$ cat src/rtl/dmem_arbiter_pkg.sv
// Types and sizing shared by the data-memory arbiter and its wait counter.
package dmem_arb_pkg;
  typedef enum logic [1:0] {IDLE, HI, LO, DONE} arb_state_e;
  typedef enum logic {OWN_CPU = 1'b0, OWN_EXT = 1'b1} owner_e;

  localparam int EXT_MAX_WAIT_DFLT = 8;
  localparam int WAIT_W = $clog2(EXT_MAX_WAIT_DFLT + 1);
endpackage

$ cat src/rtl/types_pkg.sv
// Shared scalar types for the datapath.
package types_pkg;
  typedef logic [15:0] uword;
endpackage

$ cat src/rtl/dmem_arbiter_if.sv
// Requester, memory and status signals of the data-memory arbiter.
interface dmem_arbiter_if
  import types_pkg::*;
#(
  parameter int ADDR_W = 16
) ();
  logic              cpu_req;
  logic              cpu_we;
  logic [ADDR_W-1:0] cpu_addr;
  uword              cpu_wdata;
  logic              cpu_ack;
  logic              cpu_stall;
  logic              ext_req;
  logic              ext_we;
  logic [ADDR_W-1:0] ext_addr;
  uword              ext_wdata;
  logic              ext_ack;
  uword              rdata;
  logic [ADDR_W-1:0] mem_addr;
  logic [7:0]        mem_wdata;
  logic              mem_we;
  logic [7:0]        mem_rdata;
  logic              busy;
  logic              owner;
  logic              align_err;

  modport slave (
    input  cpu_req, cpu_we, cpu_addr, cpu_wdata,
    input  ext_req, ext_we, ext_addr, ext_wdata,
    input  mem_rdata,
    output cpu_ack, cpu_stall, ext_ack, rdata,
    output mem_addr, mem_wdata, mem_we,
    output busy, owner, align_err
  );

  modport master (
    output cpu_req, cpu_we, cpu_addr, cpu_wdata,
    output ext_req, ext_we, ext_addr, ext_wdata,
    output mem_rdata,
    input  cpu_ack, cpu_stall, ext_ack, rdata,
    input  mem_addr, mem_wdata, mem_we,
    input  busy, owner, align_err
  );
endinterface

$ cat src/rtl/dmem_arbiter_wait_counter.sv
// Saturating counter of cycles the ext requester has gone ungranted.
module arb_wait_counter #(
  parameter int MAX = 8,
  parameter int W   = $clog2(MAX + 1)
) (
  input  logic clk,
  input  logic rst,
  input  logic inc_i,
  input  logic clr_i,
  output logic sat_o
);
  logic [W-1:0] cnt_q, cnt_d;

  assign sat_o = (cnt_q == W'(MAX));

  always_comb begin
    cnt_d = cnt_q;
    if (clr_i) begin
      cnt_d = '0;
    end else if (inc_i && !sat_o) begin
      cnt_d = cnt_q + 1'b1;
    end
  end

  always_ff @(posedge clk or posedge rst) begin
    if (rst) begin
      cnt_q <= '0;
    end else begin
      cnt_q <= cnt_d;
    end
  end
endmodule

$ cat src/rtl/dmem_arbiter.sv
// Shares the byte-wide data memory between the stage-3 cpu port and the ext port,
// sequencing each big-endian 16-bit word as two byte cycles.
module dmem_arbiter
  import types_pkg::*;
  import dmem_arb_pkg::*;
#(
  parameter int EXT_MAX_WAIT = 8,
  parameter int ADDR_W       = 16
) (
  input logic           clk,
  input logic           rst,
  dmem_arbiter_if.slave bus
);
  localparam int CNT_W = $clog2(EXT_MAX_WAIT + 1);

  arb_state_e        state_q, state_d;
  owner_e            owner_q;
  logic              we_q;
  logic              align_q;
  logic [ADDR_W-1:0] addr_q;
  uword              wdata_q;
  uword              rdata_q;
  logic [7:0]        rhi_q;

  logic              grant_cpu, grant_ext, grant, ext_sat;
  logic [ADDR_W-1:0] req_addr;

  arb_wait_counter #(.MAX(EXT_MAX_WAIT), .W(CNT_W)) u_wait (
    .clk   (clk),
    .rst   (rst),
    .inc_i (bus.ext_req & ~grant_ext),
    .clr_i (grant_ext | ~bus.ext_req),
    .sat_o (ext_sat)
  );

  // cpu has priority unless ext has waited long enough to force its turn
  always_comb begin
    grant_cpu = 1'b0;
    grant_ext = 1'b0;
    state_d   = state_q;
    case (state_q)
      IDLE: begin
        if (bus.ext_req && ext_sat) begin
          grant_ext = 1'b1;
        end else if (bus.cpu_req) begin
          grant_cpu = 1'b1;
        end else if (bus.ext_req) begin
          grant_ext = 1'b1;
        end
        if (grant_cpu || grant_ext) state_d = HI;
      end
      HI:      state_d = LO;
      LO:      state_d = DONE;
      DONE:    state_d = IDLE;
      default: state_d = IDLE;
    endcase
  end

  assign grant    = grant_cpu | grant_ext;
  assign req_addr = grant_ext ? bus.ext_addr : bus.cpu_addr;

  always_ff @(posedge clk or posedge rst) begin
    if (rst) begin
      state_q <= IDLE;
      owner_q <= OWN_CPU;
      we_q    <= 1'b0;
      align_q <= 1'b0;
      addr_q  <= '0;
      wdata_q <= '0;
      rdata_q <= '0;
      rhi_q   <= '0;
    end else begin
      state_q <= state_d;
      align_q <= 1'b0;
      if (grant) begin
        we_q    <= grant_ext ? bus.ext_we : bus.cpu_we;
        addr_q  <= {req_addr[ADDR_W-1:1], 1'b0};
        wdata_q <= grant_ext ? bus.ext_wdata : bus.cpu_wdata;
        owner_q <= grant_ext ? OWN_EXT : OWN_CPU;
        align_q <= req_addr[0];
      end
      if (state_q == LO && !we_q) rhi_q <= bus.mem_rdata;
      if (state_q == DONE && !we_q) rdata_q <= {rhi_q, bus.mem_rdata};
    end
  end

  // Memory strobes come only from registered state so no request input reaches mem_we
  always_comb begin
    bus.mem_addr  = '0;
    bus.mem_we    = 1'b0;
    bus.mem_wdata = '0;
    case (state_q)
      HI: begin
        bus.mem_addr  = addr_q;
        bus.mem_we    = we_q;
        bus.mem_wdata = we_q ? wdata_q[15:8] : 8'h00;
      end
      LO: begin
        bus.mem_addr  = addr_q | ADDR_W'(1);
        bus.mem_we    = we_q;
        bus.mem_wdata = we_q ? wdata_q[7:0] : 8'h00;
      end
      default: ;
    endcase
  end

  // Low read byte arrives in DONE itself, so it bypasses straight to rdata
  assign bus.rdata     = (state_q == DONE && !we_q) ? {rhi_q, bus.mem_rdata} : rdata_q;
  assign bus.cpu_ack   = (state_q == DONE) && (owner_q == OWN_CPU);
  assign bus.ext_ack   = (state_q == DONE) && (owner_q == OWN_EXT);
  assign bus.cpu_stall = bus.cpu_req & ~bus.cpu_ack;
  assign bus.busy      = (state_q != IDLE);
  assign bus.owner     = (owner_q == OWN_EXT);
  assign bus.align_err = align_q;
endmodule

$ cat src/flat_wrapper.sv
// flat-port wrapper written by rule: the top's interface ports become plain ports
module dmem_arbiter_flat import types_pkg::*; import dmem_arb_pkg::*;
#(
  parameter int EXT_MAX_WAIT = 8,
  parameter int ADDR_W       = 16
)
  (clk, rst, bus_cpu_req, bus_cpu_we, bus_cpu_addr, bus_cpu_wdata, bus_ext_req, bus_ext_we, bus_ext_addr, bus_ext_wdata, bus_mem_rdata, bus_cpu_ack, bus_cpu_stall, bus_ext_ack, bus_rdata, bus_mem_addr, bus_mem_wdata, bus_mem_we, bus_busy, bus_owner, bus_align_err);
  dmem_arbiter_if #(.ADDR_W(ADDR_W)) bus_i ();
  input logic clk;
  input logic rst;
  input wire logic [$bits(bus_i.cpu_req)-1:0] bus_cpu_req;
  input wire logic [$bits(bus_i.cpu_we)-1:0] bus_cpu_we;
  input wire logic [$bits(bus_i.cpu_addr)-1:0] bus_cpu_addr;
  input wire logic [$bits(bus_i.cpu_wdata)-1:0] bus_cpu_wdata;
  input wire logic [$bits(bus_i.ext_req)-1:0] bus_ext_req;
  input wire logic [$bits(bus_i.ext_we)-1:0] bus_ext_we;
  input wire logic [$bits(bus_i.ext_addr)-1:0] bus_ext_addr;
  input wire logic [$bits(bus_i.ext_wdata)-1:0] bus_ext_wdata;
  input wire logic [$bits(bus_i.mem_rdata)-1:0] bus_mem_rdata;
  output wire logic [$bits(bus_i.cpu_ack)-1:0] bus_cpu_ack;
  output wire logic [$bits(bus_i.cpu_stall)-1:0] bus_cpu_stall;
  output wire logic [$bits(bus_i.ext_ack)-1:0] bus_ext_ack;
  output wire logic [$bits(bus_i.rdata)-1:0] bus_rdata;
  output wire logic [$bits(bus_i.mem_addr)-1:0] bus_mem_addr;
  output wire logic [$bits(bus_i.mem_wdata)-1:0] bus_mem_wdata;
  output wire logic [$bits(bus_i.mem_we)-1:0] bus_mem_we;
  output wire logic [$bits(bus_i.busy)-1:0] bus_busy;
  output wire logic [$bits(bus_i.owner)-1:0] bus_owner;
  output wire logic [$bits(bus_i.align_err)-1:0] bus_align_err;
  assign bus_i.cpu_req = bus_cpu_req;
  assign bus_i.cpu_we = bus_cpu_we;
  assign bus_i.cpu_addr = bus_cpu_addr;
  assign bus_i.cpu_wdata = bus_cpu_wdata;
  assign bus_i.ext_req = bus_ext_req;
  assign bus_i.ext_we = bus_ext_we;
  assign bus_i.ext_addr = bus_ext_addr;
  assign bus_i.ext_wdata = bus_ext_wdata;
  assign bus_i.mem_rdata = bus_mem_rdata;
  assign bus_cpu_ack = bus_i.cpu_ack;
  assign bus_cpu_stall = bus_i.cpu_stall;
  assign bus_ext_ack = bus_i.ext_ack;
  assign bus_rdata = bus_i.rdata;
  assign bus_mem_addr = bus_i.mem_addr;
  assign bus_mem_wdata = bus_i.mem_wdata;
  assign bus_mem_we = bus_i.mem_we;
  assign bus_busy = bus_i.busy;
  assign bus_owner = bus_i.owner;
  assign bus_align_err = bus_i.align_err;
  dmem_arbiter #(.EXT_MAX_WAIT(EXT_MAX_WAIT), .ADDR_W(ADDR_W)) u_core (.clk(clk), .rst(rst), .bus(bus_i));
endmodule
$ cat config.mk
export PLATFORM = sky130hd
export DESIGN_NAME = dmem_arbiter_flat
export DESIGN_NICKNAME = d
export VERILOG_FILES = /design/src/rtl/dmem_arbiter_pkg.sv /design/src/rtl/types_pkg.sv /design/src/rtl/dmem_arbiter_if.sv /design/src/rtl/dmem_arbiter_wait_counter.sv /design/src/rtl/dmem_arbiter.sv /design/src/flat_wrapper.sv
export SDC_FILE = /design/constraint.sdc
export NUM_CORES = 1
export LEC_CHECK = 0
export ABC_CLOCK_PERIOD_IN_PS = 6800
export CAP_MARGIN = 20
export CORE_MARGIN = 2
export CORE_UTILIZATION = 43
export DETAILED_ROUTE_END_ITERATION = 6
export GPL_ROUTABILITY_DRIVEN = 0
export GPL_TIMING_DRIVEN = 0
export PLACE_DENSITY_LB_ADDON = 0.08
export SLEW_MARGIN = 20
export SYNTH_ARGS = -nofsm -noshare
export SYNTH_HDL_FRONTEND = slang
export SYNTH_SLANG_ARGS = --single-unit
export TNS_END_PERCENT = 5
$ cat constraint.sdc
create_clock -name clk -period 6.8 [get_ports clk]
set_input_delay 1.7 -clock clk [delete_from_list [all_inputs] [get_ports clk]]
set_output_delay 1.7 -clock clk [all_outputs]
set_load 0.02 [all_outputs]
==> impl_metrics.ini, run 1 <==
[synthesis]
syn_inst = 328
synth_area_mm2 = 0.00342
yosysMostFrequentCell = dfrtp_1
async_flop_share_pct = 100
yosys-top-cells-area = dfrtp_1 47%, a221o_1 9.4%, and2_1 8.8%
syn_nets = 413
ys_top_cells_by_count = 64 x dfrtp_1, 48 x and2_1, 35 x a21oi_1
synth.distinct_cells = 32
synth_top_area_share_pct = 46.8
synth-seq-cells = 64
synthFlopType = dfrtp_1
yosys_warnings = 0
syn_avg_cell_area_um2 = 10.4
yosys.area.top_type = dfrtp_1
seq_area_frac_synth_pct = 46.8
synth_edf_count = 0

[cts]
cts_max_path_buffers = 2
root_buffer = clkbuf_8
cts_hold_buf = 0
cts_tree = built
clkLatencyLatePin_ns = 0.34
cts_buffers = 9
path_clk_slew_ns = 0.07
cts_resized = 0
post_cts_buffers = 0
clock_sinks = 64
htreeDepth = 3

[placement]
dpl_cell_area_mm2 = 0.00481
pre_cts_ws_ns = 1.94
io_buffer_count = 124
place_hpwl_um = 6940

[power]
power_frac_clock_pct = 18.0
p_int_mw = 1.40
sw_frac_of_total_pct = 36.6
power_leakage_nw = 2.08
pwr-share-comb_pct = 52.2
power.density_mw_per_mm2 = 436
switching_power_mw = 0.805
vdd_drop_max_mv = 0.221
seq_power_share_pct = 29.8

[worst_setup_path]
critPathMaxStageDelay_ns = 0.60
crit_chain = clkdlybuf4s50_1, buf_4, inv_2, nor2_1, clkdlybuf4s50_1
cp_top_family = buffers and inverters
cp_slowest_cell = clkdlybuf4s50_1
cp-end-kind = output pin
arrival_ns = 3.15
worstPathRequired_ns = 5.10
cp.buffers_inverters = 4
critPathMaxFanout = 10
criticalPathCategory = in2out
worst_setup_path_start_kind = input port
cp_common_cell = clkdlybuf4s50_1

[run_status]
outcome = complete, no violations

[route]
routed_via_density = 5.51
wl_per_cell_um = 17.2
drtAntennaViolNets = 0
wl_um = 9780
vias = 3139
drt-initial-drc-count = 177
first_pass_iters = 5
drc = 0

[sta]
holdWs_ns = 0.494
fin_crit_ns = 4.85
rsz0062_at_grt = false
final-max-slew-violation-count = 0
fin_skew_ns = 0.00986
slew_headroom_pct = 67.3
final.setup.worst_slack_ns = 1.95
worst_slew_pin_slew_ns = 0.491
finalSetupViolations = 0
finalCritPeriodShare_pct = 71.4
final.setup.tns_ns = 0
report.final.hold_viol_count = 0
max_freq_mhz = 206

[cells_and_area]
final_cell_area_mm2 = 0.00505
seq_area_mm2 = 0.00160
diodes = 0
syn2layout_area_growth_pct = 47.5
multi_input_area_mm2 = 0.00161
drive_gt1_share_pct = 14.1
n_fill_cell = 620
nets = 549
post-route-util_pct = 65.3

[die]
ioPinCount = 125
core_mm2 = 0.00773
start_util_pct = 44.3
die_h_um = 93.2
std_cell_rows = 32
die_w_um = 93.2
dieArea_mm2 = 0.00869

[job]
cap_violations = 0

[global_route]
grt_pass1_wl_um = 15500
antenna_found_initial = 0
grt_max_degree = 35
overflow = 0
grt_usage_pct = 23.2
grt_pass1_vias = 3096

[min_path]
hold_path_class = reg2reg
## cell type report
class,count,area share (%)
Inverter,9,0.719
Clock inverter,3,1.78
Tap cell,102,2.53
Buffer,30,3.47
Timing Repair Buffer,125,25.0
Clock buffer,12,2.87
Sequential cell,64,31.7
Multi-Input combinational cell,225,31.9
## layout by cell type, fill, tap and decap left out, types with 9 or more instances in the layout
cell type and instances:
a21oi_1 35, clkbuf_1 9, clkbuf_8 10, clkdlybuf4s50_1 124, dfrtp_1 64, and2_1 48, a221o_1 32, nor2_1 11
buf_2 14, mux2_2 24, nand3_1 34
## kinds of logic after synthesis
group / synth area share [%]
compound gates: 18.9
xor+xnor: 0.512
fa+ha+maj: 2.56
buf+inv: 6.11
flops: 46.8
mux: 7.90
simple gates: 17.2
## state kept, by name (all words and copies together), names as in the netlist
register,count
u_core.rdata_q,16
u_core.wdata_q,16
u_core.addr_q,15
u_core.rhi_q,8
u_core.u_wait.cnt_q,4
u_core.state_q,2
u_core.bus.align_err,1
u_core.bus.owner,1
u_core.we_q,1
## through the flow
stage	cells	total power, mW
6_report	570	2.20
5_1_grt	570	2.33
4_1_cts	570	2.21
3_5_place_dp	555	1.81
3_3_place_gp	554	1.78
2_1_floorplan	328	1.35
## per-layer routing
| layer | GRT usage, % | vias to the layer above | share of wire, % |
|---|---|---|---|
| met3 | 5.16 | 8 | 6.3 |
| met1 | 32.1 | 1536 | 45 |
| met2 | 36.4 | 132 | 47 |
| li1 | - | 1463 | - |
| met4 | 7.35 | 0 | 1.2 |
| met5 | 0 | - | 0 |
## power by group through the flow
stage          combinational [mW]  clock [mW]  sequential (mW)
2_1_floorplan               0.718           0            0.633
3_3_place_gp                 1.13           0            0.651
3_5_place_dp                 1.15           0            0.659
4_1_cts                      1.16       0.401            0.654
5_1_grt                      1.24       0.421            0.674
6_report                     1.15       0.396            0.656
## path summary, 6_finish.rpt
check / cells past startpoint / startpoint / end / slack, ns
max in group asynchronous: 3 / rst / u_core.rhi_q[0]$_DFFE_PP0P_ / 4.57
worst max-delay path: 5 / bus_cpu_req / bus_cpu_stall / 1.95
worst min register to register: 1 / u_core.rdata_q[7]$_DFF_PP0_ / u_core.rdata_q[7]$_DFF_PP0_ / 0.49
min in group asynchronous: 2 / rst / u_core.addr_q[8]$_DFFE_PP0P_ / 1.71
worst max register to register: 7 / u_core.state_q[0]$_DFFE_PP0P_ / u_core.bus.owner$_DFFE_PP0P_ / 5.01
worst min-delay path: 1 / u_core.rdata_q[7]$_DFF_PP0_ / u_core.rdata_q[7]$_DFF_PP0_ / 0.49
Power figures use the tool's default switching activity.
==> run 2: changes to the inputs <==
ABC_CLOCK_PERIOD_IN_PS = 4700   (was 6800)
clock period = 4.7 ns   (was 6.8 ns; I/O delays follow)
==> results of run 2 <==
Same layout as run 1 (identical final DEF). Status: complete, no violations.
Among the figures that moved: setup slack after placement 1.94 ns -> 0.888 ns; setup slack after layout 1.95 ns -> 0.827 ns; start point of the critical path bus_cpu_req -> u_core.state_q[0]$_DFFE_PP0P_; end point of the critical path bus_cpu_stall -> bus_mem_addr[12]; register-to-register setup slack 5.01 ns -> 2.91 ns; total power 2.20 mW -> 3.19 mW; worst IR drop on VDD 0.221 mV -> 0.320 mV
